**src/rtl/box_drawer.sv**
```systemverilog
// -----------------------------------------------------------------------------
// box_drawer
//
// Rasterises one axis-aligned filled rectangle per accepted request into a
// stream of single-pixel writes, one pixel per clock in row-major order.
// Pixels that fall off the right or bottom edge of the screen still take
// their cycle but are not plotted.
//
// Parameters:
//   SCREEN_WIDTH   visible columns; columns >= SCREEN_WIDTH are not plotted
//   SCREEN_HEIGHT  visible rows;    rows    >= SCREEN_HEIGHT are not plotted
//
// Ports:
//   clock         system clock, rising-edge active
//   reset_n       asynchronous active-low reset
//   s_valid       box request present
//   s_ready       block idle and able to accept a request
//   in_box_x/y    top-left corner of the box
//   in_box_w/h    box size in pixels (0 = empty box)
//   in_box_color  fill colour
//   vga_x/y       coordinates of the current pixel
//   vga_color     colour of the current pixel
//   vga_plot      write strobe for the current pixel
//   box_done      one-cycle pulse when a box has completed
// -----------------------------------------------------------------------------
module box_drawer #(
    parameter logic [8:0] SCREEN_WIDTH  = 9'd320,
    parameter logic [8:0] SCREEN_HEIGHT = 9'd240
) (
    input  logic       clock,
    input  logic       reset_n,
    input  logic       s_valid,
    output logic       s_ready,
    input  logic [8:0] in_box_x,
    input  logic [8:0] in_box_y,
    input  logic [8:0] in_box_w,
    input  logic [8:0] in_box_h,
    input  logic [2:0] in_box_color,
    output logic [8:0] vga_x,
    output logic [7:0] vga_y,
    output logic [2:0] vga_color,
    output logic       vga_plot,
    output logic       box_done
);

    typedef enum logic [0:0] {
        S_IDLE = 1'b0,
        S_DRAW = 1'b1
    } state_t;

    state_t     r_state;
    state_t     w_next_state;

    logic [8:0] r_x;
    logic [8:0] r_y;
    logic [8:0] r_w;
    logic [8:0] r_h;
    logic [2:0] r_color;
    logic [8:0] r_col;
    logic [8:0] r_row;
    logic       r_box_done;

    logic       w_accept;
    logic       w_empty;
    logic       w_last_col;
    logic       w_last_row;
    logic       w_last_pixel;
    logic [9:0] w_col_sum;
    logic [9:0] w_row_sum;

    assign w_accept     = s_valid && (r_state == S_IDLE);
    assign w_empty      = (in_box_w == 9'd0) || (in_box_h == 9'd0);
    // Only meaningful in S_DRAW, where the latched w and h are both >= 1.
    assign w_last_col   = (r_col == (r_w - 9'd1));
    assign w_last_row   = (r_row == (r_h - 9'd1));
    assign w_last_pixel = w_last_col && w_last_row;
    // Sums are one bit wider than the operands so they cannot wrap back
    // on-screen; the extra bit makes far-right/bottom pixels clip correctly.
    assign w_col_sum    = {1'b0, r_x} + {1'b0, r_col};
    assign w_row_sum    = {1'b0, r_y} + {1'b0, r_row};

    // State register.
    always_ff @(posedge clock or negedge reset_n) begin
        if (!reset_n) begin
            r_state <= S_IDLE;
        end else begin
            r_state <= w_next_state;
        end
    end

    // Next-state logic: empty boxes complete without leaving S_IDLE.
    always_comb begin
        w_next_state = r_state;
        case (r_state)
            S_IDLE: begin
                if (w_accept && !w_empty) begin
                    w_next_state = S_DRAW;
                end else begin
                    w_next_state = S_IDLE;
                end
            end
            S_DRAW: begin
                if (w_last_pixel) begin
                    w_next_state = S_IDLE;
                end else begin
                    w_next_state = S_DRAW;
                end
            end
            default: begin
                w_next_state = S_IDLE;
            end
        endcase
    end

    // Request latch, column/row scan counters and the done pulse.
    always_ff @(posedge clock or negedge reset_n) begin
        if (!reset_n) begin
            r_x        <= 9'd0;
            r_y        <= 9'd0;
            r_w        <= 9'd0;
            r_h        <= 9'd0;
            r_color    <= 3'd0;
            r_col      <= 9'd0;
            r_row      <= 9'd0;
            r_box_done <= 1'b0;
        end else begin
            if (w_accept) begin
                r_x     <= in_box_x;
                r_y     <= in_box_y;
                r_w     <= in_box_w;
                r_h     <= in_box_h;
                r_color <= in_box_color;
                r_col   <= 9'd0;
                r_row   <= 9'd0;
            end else if (r_state == S_DRAW) begin
                if (w_last_col) begin
                    r_col <= 9'd0;
                    r_row <= r_row + 9'd1;
                end else begin
                    r_col <= r_col + 9'd1;
                end
            end
            r_box_done <= (w_accept && w_empty) ||
                          ((r_state == S_DRAW) && w_last_pixel);
        end
    end

    // Pixel outputs decoded from registered state; plot only on-screen pixels.
    always_comb begin
        s_ready   = 1'b0;
        vga_plot  = 1'b0;
        vga_x     = w_col_sum[8:0];
        vga_y     = w_row_sum[7:0];
        vga_color = r_color;
        box_done  = r_box_done;
        if (r_state == S_IDLE) begin
            s_ready  = 1'b1;
            vga_plot = 1'b0;
        end else begin
            s_ready  = 1'b0;
            vga_plot = (w_col_sum < {1'b0, SCREEN_WIDTH}) &&
                       (w_row_sum < {1'b0, SCREEN_HEIGHT});
        end
    end

endmodule

```
**config.mk**
```make
export PLATFORM = sky130hd
export DESIGN_NAME = box_drawer
export DESIGN_NICKNAME = d
export VERILOG_FILES = /design/src/rtl/box_drawer.sv
export SDC_FILE = /design/constraint.sdc
export NUM_CORES = 1
export LEC_CHECK = 0
export CAP_MARGIN = 20
export CELL_PAD_IN_SITES_DETAIL_PLACEMENT = 1
export CELL_PAD_IN_SITES_GLOBAL_PLACEMENT = 1
export CORE_MARGIN = 3
export CORE_UTILIZATION = 40
export DETAILED_ROUTE_END_ITERATION = 7
export PLACE_DENSITY = 0.8
export SLEW_MARGIN = 20
export SYNTH_ARGS = -nofsm -noshare
export SYNTH_HDL_FRONTEND = slang
export SYNTH_SLANG_ARGS = --single-unit
```
**constraint.sdc**
```tcl
create_clock -name clock -period 2.71 [get_ports clock]
set_input_delay 0.4065 -clock clock [delete_from_list [all_inputs] [get_ports clock]]
set_output_delay 0.4065 -clock clock [all_outputs]
set_load 0.02 [all_outputs]
```
==> qor.csv, run 1 <==
stage,metric,value,unit
outcome,status,finished with violations,
outcome,failing checks,setup timing,
power_and_ir_drop,Leak,0.002579,uW
global_route,first-pass GRT wire length,19080,um
job,max cap viols,0,
setup_path,"delay-heaviest family, CP",compound AO/OA/AOI/OAI gates,
global_route,gr usage total,21.62,%
detailed_routing,first drt pass iteration count,4,
power_and_ir_drop,P_int,2229,uW
placement,pre-CTS WS,-480.8,ps
synthesis,Cells after Synth,452,
placement,Placer Congestion,0.8868,
clocking,total CTS buffers,9,
synthesis,"Warnings, synthesis",0,
detailed_routing,# DRC,0,
setup_path,CP endpoint kind,primary output,
placement,dpl cells,677,
power_and_ir_drop,power density over the cells,679.8,nW/um^2
setup_path,Reg2Reg Depth,6,
power_and_ir_drop,Logic pwr share,49.0,%
detailed_routing,number of DRC markers in iteration 0,83,
timing,Final min period,2899,ps
synthesis,register bit total from synthesis,59,
synthesis,number of synthesized flops with an enable pin,0,
detailed_routing,Final ANT Viol Nets,0,
placement,Port-buffer cells,64,
final_layout,post-route non-filler standard cell count,701,
die,I/O Pins,65,
timing,final-report hold violation count,0,
synthesis,synthesized cell area,3859,sq um
setup_path,"slowest stage delay, CP",380,ps
detailed_routing,DR vias/cell,5.297,
setup_path,worst-path cell chain,ha_2 > fa_2 > a21oi_2 > o21ai_2 > nand3_2 > nand2_2 > a211o_1 > a311oi_2 > buf_4,
setup_path,Worst Path Required,2300,ps
clocking,Bufs on Longest Clock Path,2,
detailed_routing,routed len/inst,16.62,um
power_and_ir_drop,sequential power share,29.9,%
final_layout,Diodes inserted,0,
setup_path,crit path launch type,flop,
detailed_routing,Total Wirelength,11650,um
placement,detailed-placement wirelength estimate,8597,um
setup_path,FF-to-FF setup slack,400,ps
timing,Worst Skew,8.454,ps
timing,Fmax achieved,345.0,MHz
clocking,clock-pin transition on the worst setup and hold timing paths,70,ps
power_and_ir_drop,switch share,38.21,%
clocking,clock sinks,59,
timing,RSZ-0062 raised after global routing,yes,
die,die area,10860,sq um
die,Initial Util,41.37,%
setup_path,worst-path fanout max,2,
final_layout,proportion of layout cells with a drive suffix above 1,20.28,%
die,Die Ht,104.2,um
clocking,Hold Buf Count CTS,0,
power_and_ir_drop,Clock power frac,21.1,%
synthesis,Synth Flop Type,dfrtp_1,
global_route,largest net degree at the start of global routing,32,
final_layout,"commonest non-fill, non-tap cell in the layout",nand2_1,
setup_path,slowest CP cell,dfrtp_1,
clocking,Clock Tree Root,clkbuf_8,
global_route,number of global-route vias before repair,4055,
final_layout,P&R area growth vs syn,37.48,%
power_and_ir_drop,VDD IR-drop max,0.0002968,V
timing,final period utilization,107.0,%
synthesis,ys async rst share,100.0,%
setup_path,FF-to-FF End,r_state,
timing,setup slack of the critical path after layout,-188.8,ps
synthesis,post-synthesis sequential area ratio,38.26,%
power_and_ir_drop,total power,3607,uW
timing,measured slew at the worst slew-check pin,641.3,ps
clocking,H-Tree Depth,3,
die,core area,9328,sq um
min_path,min-delay worst type,in -> async,
clocking,clock latency on the worst-skew pair,350,ps
final_layout,Layout Nets,634,
die,Site Rows,35,
detailed_routing,vias,3713,
setup_path,Worst Path Buf+Inv,1,
synthesis,Synth Area per Inst,8.537,sq um
timing,Final Max Tran Viols,0,
setup_path,critical path arrival,2490,ps
timing,# setup viols final,2,
final_layout,"commonest cells after routing, fill and taps aside","nand2_1, buf_4, dfrtp_1",
setup_path,reg-to-reg startpoint,r_h[2],
die,die width,104.2,um
power_and_ir_drop,Switch Pwr,1378,uW
global_route,GRT overflow,0,
global_route,initial antenna violation count,0,
synthesis,library cells used by synthesis,56,
synthesis,post-synth net total,518,
setup_path,Crit Path Class,reg -> out,
clocking,CTS tree,yes,
timing,Max-slew headroom,56.69,%
cells by family after synthesis:
kind of cell	count (synthesis)	share of synthesized area, %
adders and majority gates	24	8.171
AOI/OAI and AO/OA	65	12.00
and+or+nand+nor	222	26.27
muxes	11	2.886
DFF	59	38.26
buffers and inverters	30	3.113
xor gates and xnor gates	41	9.306
timing repair:
item | 4_1_cts | 5_1_grt
setup endpoints to repair | 10 | 9
pin swaps | 20 | 12
setup buffers | 7 | 4
gates resized for setup | 61 | 10
worst max path at each step:
stage | depth (start not counted) | endpoint | startpoint | slack, ps
4_1_cts | 9 | vga_plot | r_col[0] | -220
2_1_floorplan | 8 | vga_plot | r_row[0] | 40
3_5_place_dp | 9 | vga_plot | r_x[0] | -480
5_1_grt | 9 | vga_plot | r_y[0] | -330
3_3_place_gp | 9 | vga_plot | r_y[0] | -420
6_report | 9 | vga_plot | r_x[0] | -190
metrics by stage:
stage          utilization (%)  TNS (ps)  hold slack [ps]  area [sq um]
6_report                 56.87    -194.0            46.55          5305
4_1_cts                  56.46    -273.6            61.92          5266
3_3_place_gp             53.37     -1413            436.5          4979
2_1_floorplan                -         0            110.9          3865
5_1_grt                  56.87    -611.3            87.62          5305
3_5_place_dp             53.37     -1705            442.9          4979
power by group through the flow:
stage	Combinational, uW	Sequential, uW	Clock [uW]
3_3_place_gp	1620	1080	0
4_1_cts	1730	1080	778
5_1_grt	1930	1090	813
6_report	1770	1080	760
3_5_place_dp	1700	1090	0
2_1_floorplan	906	1110	0
cell usage after synthesis (all sizes together), types with 2 or more instances:
cell type,instances,area (sq um)
nand2,138,518.0
dfrtp,59,1476
xor2,24,210.2
ha,22,275.3
nor2,21,78.83
xnor2,17,148.9
clkbuf,16,60.06
a21oi,15,75.07
nor3,13,85.08
inv,12,45.04
o21ai,12,60.06
nand3,11,55.05
mux2i,10,100.1
nand4,6,43.79
nor2b,6,37.54
nor4,6,37.54
a21o,5,37.54
a22oi,4,30.03
and3,4,25.02
and4,3,26.28
nor3b,3,22.52
o2111ai,3,26.28
o21bai,3,22.52
a211o,2,17.52
a221o,2,20.02
a31oi,2,12.51
and3b,2,17.52
fa,2,40.04
o221ai,2,17.52
o31ai,2,15.01
or2,2,12.51
area by class of cell:
class,instances,area [sq um]
fill,1138,4023
multi-input combinational,363,2385
sequential,59,1476
timing repair buffer,122,1055
clock buffer,13,168.9
tap,129,161.4
inverter,13,48.80
clock inverter,2,10.01
flip-flops by register name, indices dropped and copies added, names as in the netlist:
register	count
box_done	1
r_state	1
r_row	9
r_w	9
r_col	9
r_y	9
r_h	9
r_x	9
vga_color	3
layer usage:
layer / global-route usage (%) / share of wire [%]
met1: 24.38 / 40
met4: 8.832 / 2.3
met3: 3.228 / 2.5
met2: 40.48 / 55
met5: 0 / 0
(Power assumes the default switching activity.)
==> inputs of run 2 (changes only) <==
--- a/config.mk
+++ b/config.mk
@@ -9,9 +9,9 @@
 export CELL_PAD_IN_SITES_DETAIL_PLACEMENT = 1
 export CELL_PAD_IN_SITES_GLOBAL_PLACEMENT = 1
 export CORE_MARGIN = 3
-export CORE_UTILIZATION = 40
+export CORE_UTILIZATION = 43
 export DETAILED_ROUTE_END_ITERATION = 7
-export PLACE_DENSITY = 0.8
+export PLACE_DENSITY = 0.85
 export SLEW_MARGIN = 20
 export SYNTH_ARGS = -nofsm -noshare
 export SYNTH_HDL_FRONTEND = slang
==> constraint.sdc (replaced) <==
create_clock -name clock -period 3.8 [get_ports clock]
set_input_delay 0.57 -clock clock [delete_from_list [all_inputs] [get_ports clock]]
set_output_delay 0.57 -clock clock [all_outputs]
set_load 0.02 [all_outputs]
==> run 2 against run 1 <==
The run now ends clean. Global-route usage increased by 0.84 points. Critical path depth decreased by 1. Non-clock buffer count decreased by 51. Clock-buffer cell count increased by 1. Clock power decreased by 32%. Utilization decreased by 0.30 points. Die area decreased by 6.6%. Combinational power decreased by 46%. Critical path type unchanged. Largest power group unchanged.
==> qor.csv, run 2 (synthesized netlist as in run 1, its figures left out) <==
stage,metric,value,unit,change
outcome,status,finished clean,,
final_layout,Fillers,1003,,-12%
power_and_ir_drop,power density over the cells,482.4,nW/um^2,-29%
global_route,GRT overflow,0,,unchanged
die,Die Ht,100.7,um,-3.3%
global_route,first-pass GRT wire length,18310,um,-4.1%
global_route,number of global-route vias before repair,3913,,-3.5%
detailed_routing,vias,3510,,-5.5%
clocking,Clock Tree Root,clkbuf_8,,
global_route,gr usage total,22.46,%,+0.84 points
timing,final-report hold violation count,0,,unchanged
clocking,clock sinks,59,,unchanged
die,die width,100.7,um,-3.3%
setup_path,reg-to-reg startpoint,r_w[0],,
power_and_ir_drop,VDD IR-drop max,0.0002013,V,-32%
timing,measured slew at the worst slew-check pin,991.9,ps,+350.7 ps
setup_path,Reg2Reg Depth,8,,+2
timing,final period utilization,94.53,%,
setup_path,Setup crit start,r_row[0],,
power_and_ir_drop,Switch Pwr,887.0,uW,-36%
placement,detailed-placement wirelength estimate,8013,um,-6.8%
die,Site Rows,33,,-5.7%
clocking,clock latency on the worst-skew pair,340,ps,about the same
timing,RSZ-0062 raised after global routing,no,,
detailed_routing,number of DRC markers in iteration 0,100,,+20%
power_and_ir_drop,Logic pwr share,41.5,%,-7.5 points
placement,Placer Congestion,0.9244,,+4.2%
clocking,CTS-repair resized insts,1,,-98%
detailed_routing,Total Wirelength,10590,um,-9.1%
timing,# setup viols final,0,,-2
clocking,Post-CTS Setup Inserts,0,,-7
final_layout,"commonest cells after routing, fill and taps aside","nand2_1, clkdlybuf4s50_1, dfrtp_1",,
power_and_ir_drop,Leak,0.002283,uW,-11%
clocking,Hold Buf Count CTS,0,,unchanged
detailed_routing,# DRC,0,,unchanged
detailed_routing,routed len/inst,16.89,um,+1.6%
setup_path,worst-path fanout max,6,,+4
die,core area,8464,sq um,-9.3%
clocking,total CTS buffers,9,,unchanged
die,I/O Pins,65,,unchanged
final_layout,"commonest non-fill, non-tap cell in the layout",nand2_1,,
timing,Worst Skew,6.479,ps,-1.975 ps
timing,Fmax achieved,278.4,MHz,
detailed_routing,first drt pass iteration count,4,,unchanged
timing,Final min period,3592,ps,
global_route,largest net degree at the start of global routing,43,,+34%
detailed_routing,Final ANT Viol Nets,0,,unchanged
global_route,initial antenna violation count,0,,unchanged
final_layout,proportion of layout cells with a drive suffix above 1,6.130,%,-14 points
timing,Final Max Tran Viols,0,,unchanged
power_and_ir_drop,sequential power share,36.0,%,+6.1 points
die,die area,10150,sq um,-6.6%
clocking,CTS tree,yes,,
detailed_routing,DR vias/cell,5.598,,+5.7%
setup_path,CP Capture Point,vga_y[6],,
final_layout,Layout Nets,583,,-8.0%
die,Initial Util,45.59,%,+4.2 points
setup_path,critical path arrival,3020,ps,+530 ps
min_path,min-delay worst type,in -> async,,
setup_path,FF-to-FF setup slack,1010,ps,+610 ps
power_and_ir_drop,switch share,38.40,%,+0.20 points
power_and_ir_drop,Clock power frac,22.4,%,+1.3 points
timing,TNS Setup,0,ps,+194.0 ps
final_layout,final core occ,56.57,%,-0.30 points
setup_path,Worst Path Required,3230,ps,+930 ps
final_layout,area of the multi-input gates,2270,sq um,-4.8%
clocking,H-Tree Depth,3,,unchanged
power_and_ir_drop,P_int,1423,uW,-36%
final_layout,P&R area growth vs syn,24.09,%,
placement,Port-buffer cells,64,,unchanged
job,max cap viols,0,,unchanged
clocking,Bufs on Longest Clock Path,2,,unchanged
final_layout,Seq. cell area,1476,sq um,unchanged
final_layout,Diodes inserted,0,,unchanged
setup_path,CP endpoint kind,primary output,,
timing,Fin Hold WS,381.6,ps,+335.0 ps
setup_path,FF-to-FF End,r_row[0],,
timing,Max-slew headroom,33.87,%,-23 points
clocking,clock-pin transition on the worst setup and hold timing paths,70,ps,about the same
setup_path,crit path launch type,flop,,
setup_path,Crit Path Class,reg -> out,,
## run 2: per-layer routing
layer  routed length [um]  GRT usage [%]  part of all wire [%]
met1                 4495          26.23                    42
met5                    0              0                     0
met2                 5633          41.32                    53
met4                  157          6.425                   1.5
met3                  303          4.429                   2.9
## run 2: cell type report
class                      count  area share, %
inverter                      13          1.019
timing repair buffer          71          14.40
clock buffer                  14          3.397
multi-input combinational    363          47.40
clock inverter                 2         0.2090
tap                          105          2.744
sequential                    59          30.83
## run 2: how the worst min path moves through the flow
stage | startpoint | endpoint | slack, ps | cells after the start
finish | reset_n | r_x[2] | 380 | 1
global route | reset_n | r_x[2] | 450 | 1
CTS | reset_n | vga_color[0] | 430 | 1
detailed placement | r_x[3] | r_x[3] | 480 | 2
global placement | vga_color[0] | vga_color[0] | 460 | 2
floorplan | reset_n | box_done | 270 | 0
## run 2: worst max-delay path, cell delays in order (launching register included)
cell and delay, ps:
dfrtp_1 450, ha_1 250, fa_1 420, a21o_1 200, a21oi_1 280, o21bai_1 130
a21oi_1 210, xnor2_1 140, clkdlybuf4s50_1 620
## run 2: power groups by stage
stage                     logic (uW)  clock network (uW)  registers, uW
after floorplan                  639                   0            789
after global placement           929                   0            832
after detailed placement         969                   0            844
after CTS                        972                 530            833
after global routing            1050                 558            852
final                            959                 518            832
## run 2: per-stage QoR
step                instance area (sq um)  setup WS [ps]  instances  power [uW]
floorplan                            3859          803.5        452        1428
global placement                     4614          352.0        611        1760
detailed placement                   4614          285.0        611        1813
CTS                                  4786          186.1        627        2335
global route                         4788          12.49        627        2464
finish                               4788          207.9        627        2310
==> inputs of run 3 (changes only) <==
--- a/config.mk
+++ b/config.mk
@@ -12,6 +12,7 @@
 export CORE_UTILIZATION = 43
 export DETAILED_ROUTE_END_ITERATION = 7
 export PLACE_DENSITY = 0.85
+export REMOVE_ABC_BUFFERS = 1
 export SLEW_MARGIN = 20
 export SYNTH_ARGS = -nofsm -noshare
 export SYNTH_HDL_FRONTEND = slang
==> run 3 against run 2 <==
Worst setup slack worse by 13 ps. Die area is the same. Power increased by 7.6%.
==> qor.csv, run 3 (synthesized netlist as in run 1, its figures left out) <==
stage,metric,value,unit,change
final_layout,Diodes inserted,0,,unchanged
global_route,met2 Resource Use GR,43.39,%,+2.1 points
placement,Placer Congestion,0.8170,,-12%
timing,measured slew at the worst slew-check pin,926.9,ps,-65.03 ps
setup_path,crit path launch type,flop,,
timing,setup slack of the critical path after layout,195.4,ps,-12.56 ps
die,die width,100.7,um,unchanged
power_and_ir_drop,Leak,0.002291,uW,+0.37%
job,max cap viols,0,,unchanged
detailed_routing,routed len/inst,17.65,um,+4.5%
clocking,Hold Buf Count CTS,0,,unchanged
detailed_routing,vias,3534,,+0.68%
die,die area,10150,sq um,unchanged
setup_path,Worst Path Required,3230,ps,about the same
final_layout,"commonest cells after routing, fill and taps aside","nand2_1, clkdlybuf4s50_1, dfrtp_1",,
timing,Worst Skew,14.95,ps,+8.470 ps
setup_path,"slowest stage delay, CP",620,ps,about the same
clocking,Clock Tree Root,clkbuf_8,,
die,Initial Util,45.59,%,unchanged
timing,final-report hold violation count,0,,unchanged
power_and_ir_drop,power density over the cells,513.2,nW/um^2,+6.4%
final_layout,Layout Nets,583,,unchanged
power_and_ir_drop,VDD IR-drop max,0.0002494,V,+24%
clocking,Post-CTS Setup Inserts,0,,unchanged
final_layout,post-route non-filler standard cell count,627,,unchanged
global_route,largest net degree at the start of global routing,39,,-9.3%
detailed_routing,Final ANT Viol Nets,0,,unchanged
clocking,total CTS buffers,9,,unchanged
global_route,GRT overflow,0,,unchanged
setup_path,Worst Path Buf+Inv,1,,unchanged
detailed_routing,# DRC,0,,unchanged
timing,Fmax achieved,277.4,MHz,-0.35%
clocking,CTS tree,yes,,
timing,# setup viols final,0,,unchanged
global_route,met3 GRT Util,5.882,%,+1.5 points
detailed_routing,Total Wirelength,11070,um,+4.5%
global_route,first-pass GRT wire length,18840,um,+2.9%
setup_path,Crit Path Class,reg -> out,,
detailed_routing,first drt pass iteration count,4,,unchanged
timing,Max-slew headroom,38.21,%,+4.3 points
setup_path,slowest CP cell,clkdlybuf4s50_1,,
placement,dpl cells,611,,unchanged
die,Die Ht,100.7,um,unchanged
global_route,gr usage total,23.37,%,+0.91 points
setup_path,critical path's most frequent cell,a21oi_1,,
die,Site Rows,33,,unchanged
global_route,initial antenna violation count,0,,unchanged
clocking,H-Tree Depth,3,,unchanged
global_route,number of global-route vias before repair,3940,,+0.69%
final_layout,"commonest non-fill, non-tap cell in the layout",nand2_1,,
setup_path,critical path arrival,3030,ps,about the same
die,I/O Pins,65,,unchanged
clocking,clock latency on the worst-skew pair,350,ps,about the same
global_route,GR peak layer,met2,,
timing,Final min period,3605,ps,+12.56 ps
timing,TNS Setup,0,ps,unchanged
setup_path,worst-path cell chain,ha_1 > fa_1 > a21o_1 > a21oi_1 > o21bai_1 > a21oi_1 > xnor2_1 > clkdlybuf4s50_1,,
global_route,met1 Usage GRT,26.01,%,-0.21 points
final_layout,design area,4841,sq um,+1.1%
timing,Final Max Tran Viols,0,,unchanged
final_layout,P&R area growth vs syn,25.45,%,
placement,Placed Area,4614,sq um,unchanged
placement,Port-buffer cells,64,,unchanged
clocking,Bufs on Longest Clock Path,2,,unchanged
outcome,status,finished clean,,
setup_path,"delay-heaviest family, CP",compound AO/OA/AOI/OAI gates,,
final_layout,proportion of layout cells with a drive suffix above 1,6.513,%,+0.38 points
detailed_routing,DR vias/cell,5.636,,+0.68%
min_path,min-delay worst type,in -> async,,
setup_path,CP endpoint kind,primary output,,
timing,RSZ-0062 raised after global routing,no,,
clocking,clock-pin transition on the worst setup and hold timing paths,80,ps,about the same
die,core area,8464,sq um,unchanged
timing,final period utilization,94.86,%,+0.33 points
clocking,clock sinks,59,,unchanged
placement,pre-CTS WS,306.8,ps,+21.75 ps
final_layout,Fillers,1015,,+1.2%
placement,detailed-placement wirelength estimate,8107,um,+1.2%
setup_path,worst-path fanout max,6,,unchanged
detailed_routing,number of DRC markers in iteration 0,52,,-48%
power_and_ir_drop,total power,2484,uW,+7.6%
## run 3: changes by cell type in the layout (fill, tap and decap cells not counted)
cell	delta
clkdlybuf4s50_1	+1
dlymetal6s2s_1	-1
clkinvlp_4	+1
bufinv_16	+2
clkbuf_1	-2
clkinv_2	-1
## run 3: path summary, 6_finish.rpt
| kind | start | end | slack, ps | cells after the start |
|---|---|---|---|---|
| max in group asynchronous | reset_n | r_row[3] | 2570 | 2 |
| min reg2reg | vga_color[0] | vga_color[0] | 480 | 2 |
| max | r_row[0] | vga_y[6] | 200 | 8 |
| min | reset_n | r_y[5] | 350 | 1 |
| min in group clock | vga_color[0] | vga_color[0] | 480 | 2 |
| max reg2reg | r_w[0] | r_row[1] | 970 | 8 |
## run 3: what timing repair did
| action | 4_1_cts | 5_1_grt |
|---|---|---|
| resized for setup | 1 | 0 |
| endpoints found under the hold margin | 0 | 0 |
| endpoints found under the setup margin | 1 | 0 |
## run 3: layout make-up
class	instances	area (sq um)	share of cell area (%)
flip-flops and latches	59	1476	30.50
inverters	13	48.80	1.008
well taps	105	131.4	2.714
clock inverters	4	72.57	1.499
multi-input cells	363	2270	46.89
repair buffers	71	686.9	14.19
clock buffers	12	155.1	3.205
## run 3: report_power, final
group	leakage (uW)	switching [uW]	internal, uW
clock	0.000113	268	404
sequential	0.000750	136	698
combinational	0.00143	520	458
## run 3: routing by layer
metal	routed length (um)	vias to the layer above
li1	-	1680
met1	4513	1755
met2	5930	74
met3	385	25
met4	240	0
met5	0	-
## run 3: through the flow
| step | util, % | hold WS, ps |
|---|---|---|
| floorplan | - | 274.4 |
| global placement | 54.52 | 456.6 |
| detailed placement | 54.52 | 468.0 |
| CTS | 57.19 | 379.2 |
| global route | 57.19 | 406.6 |
| finish | 57.19 | 352.8 |
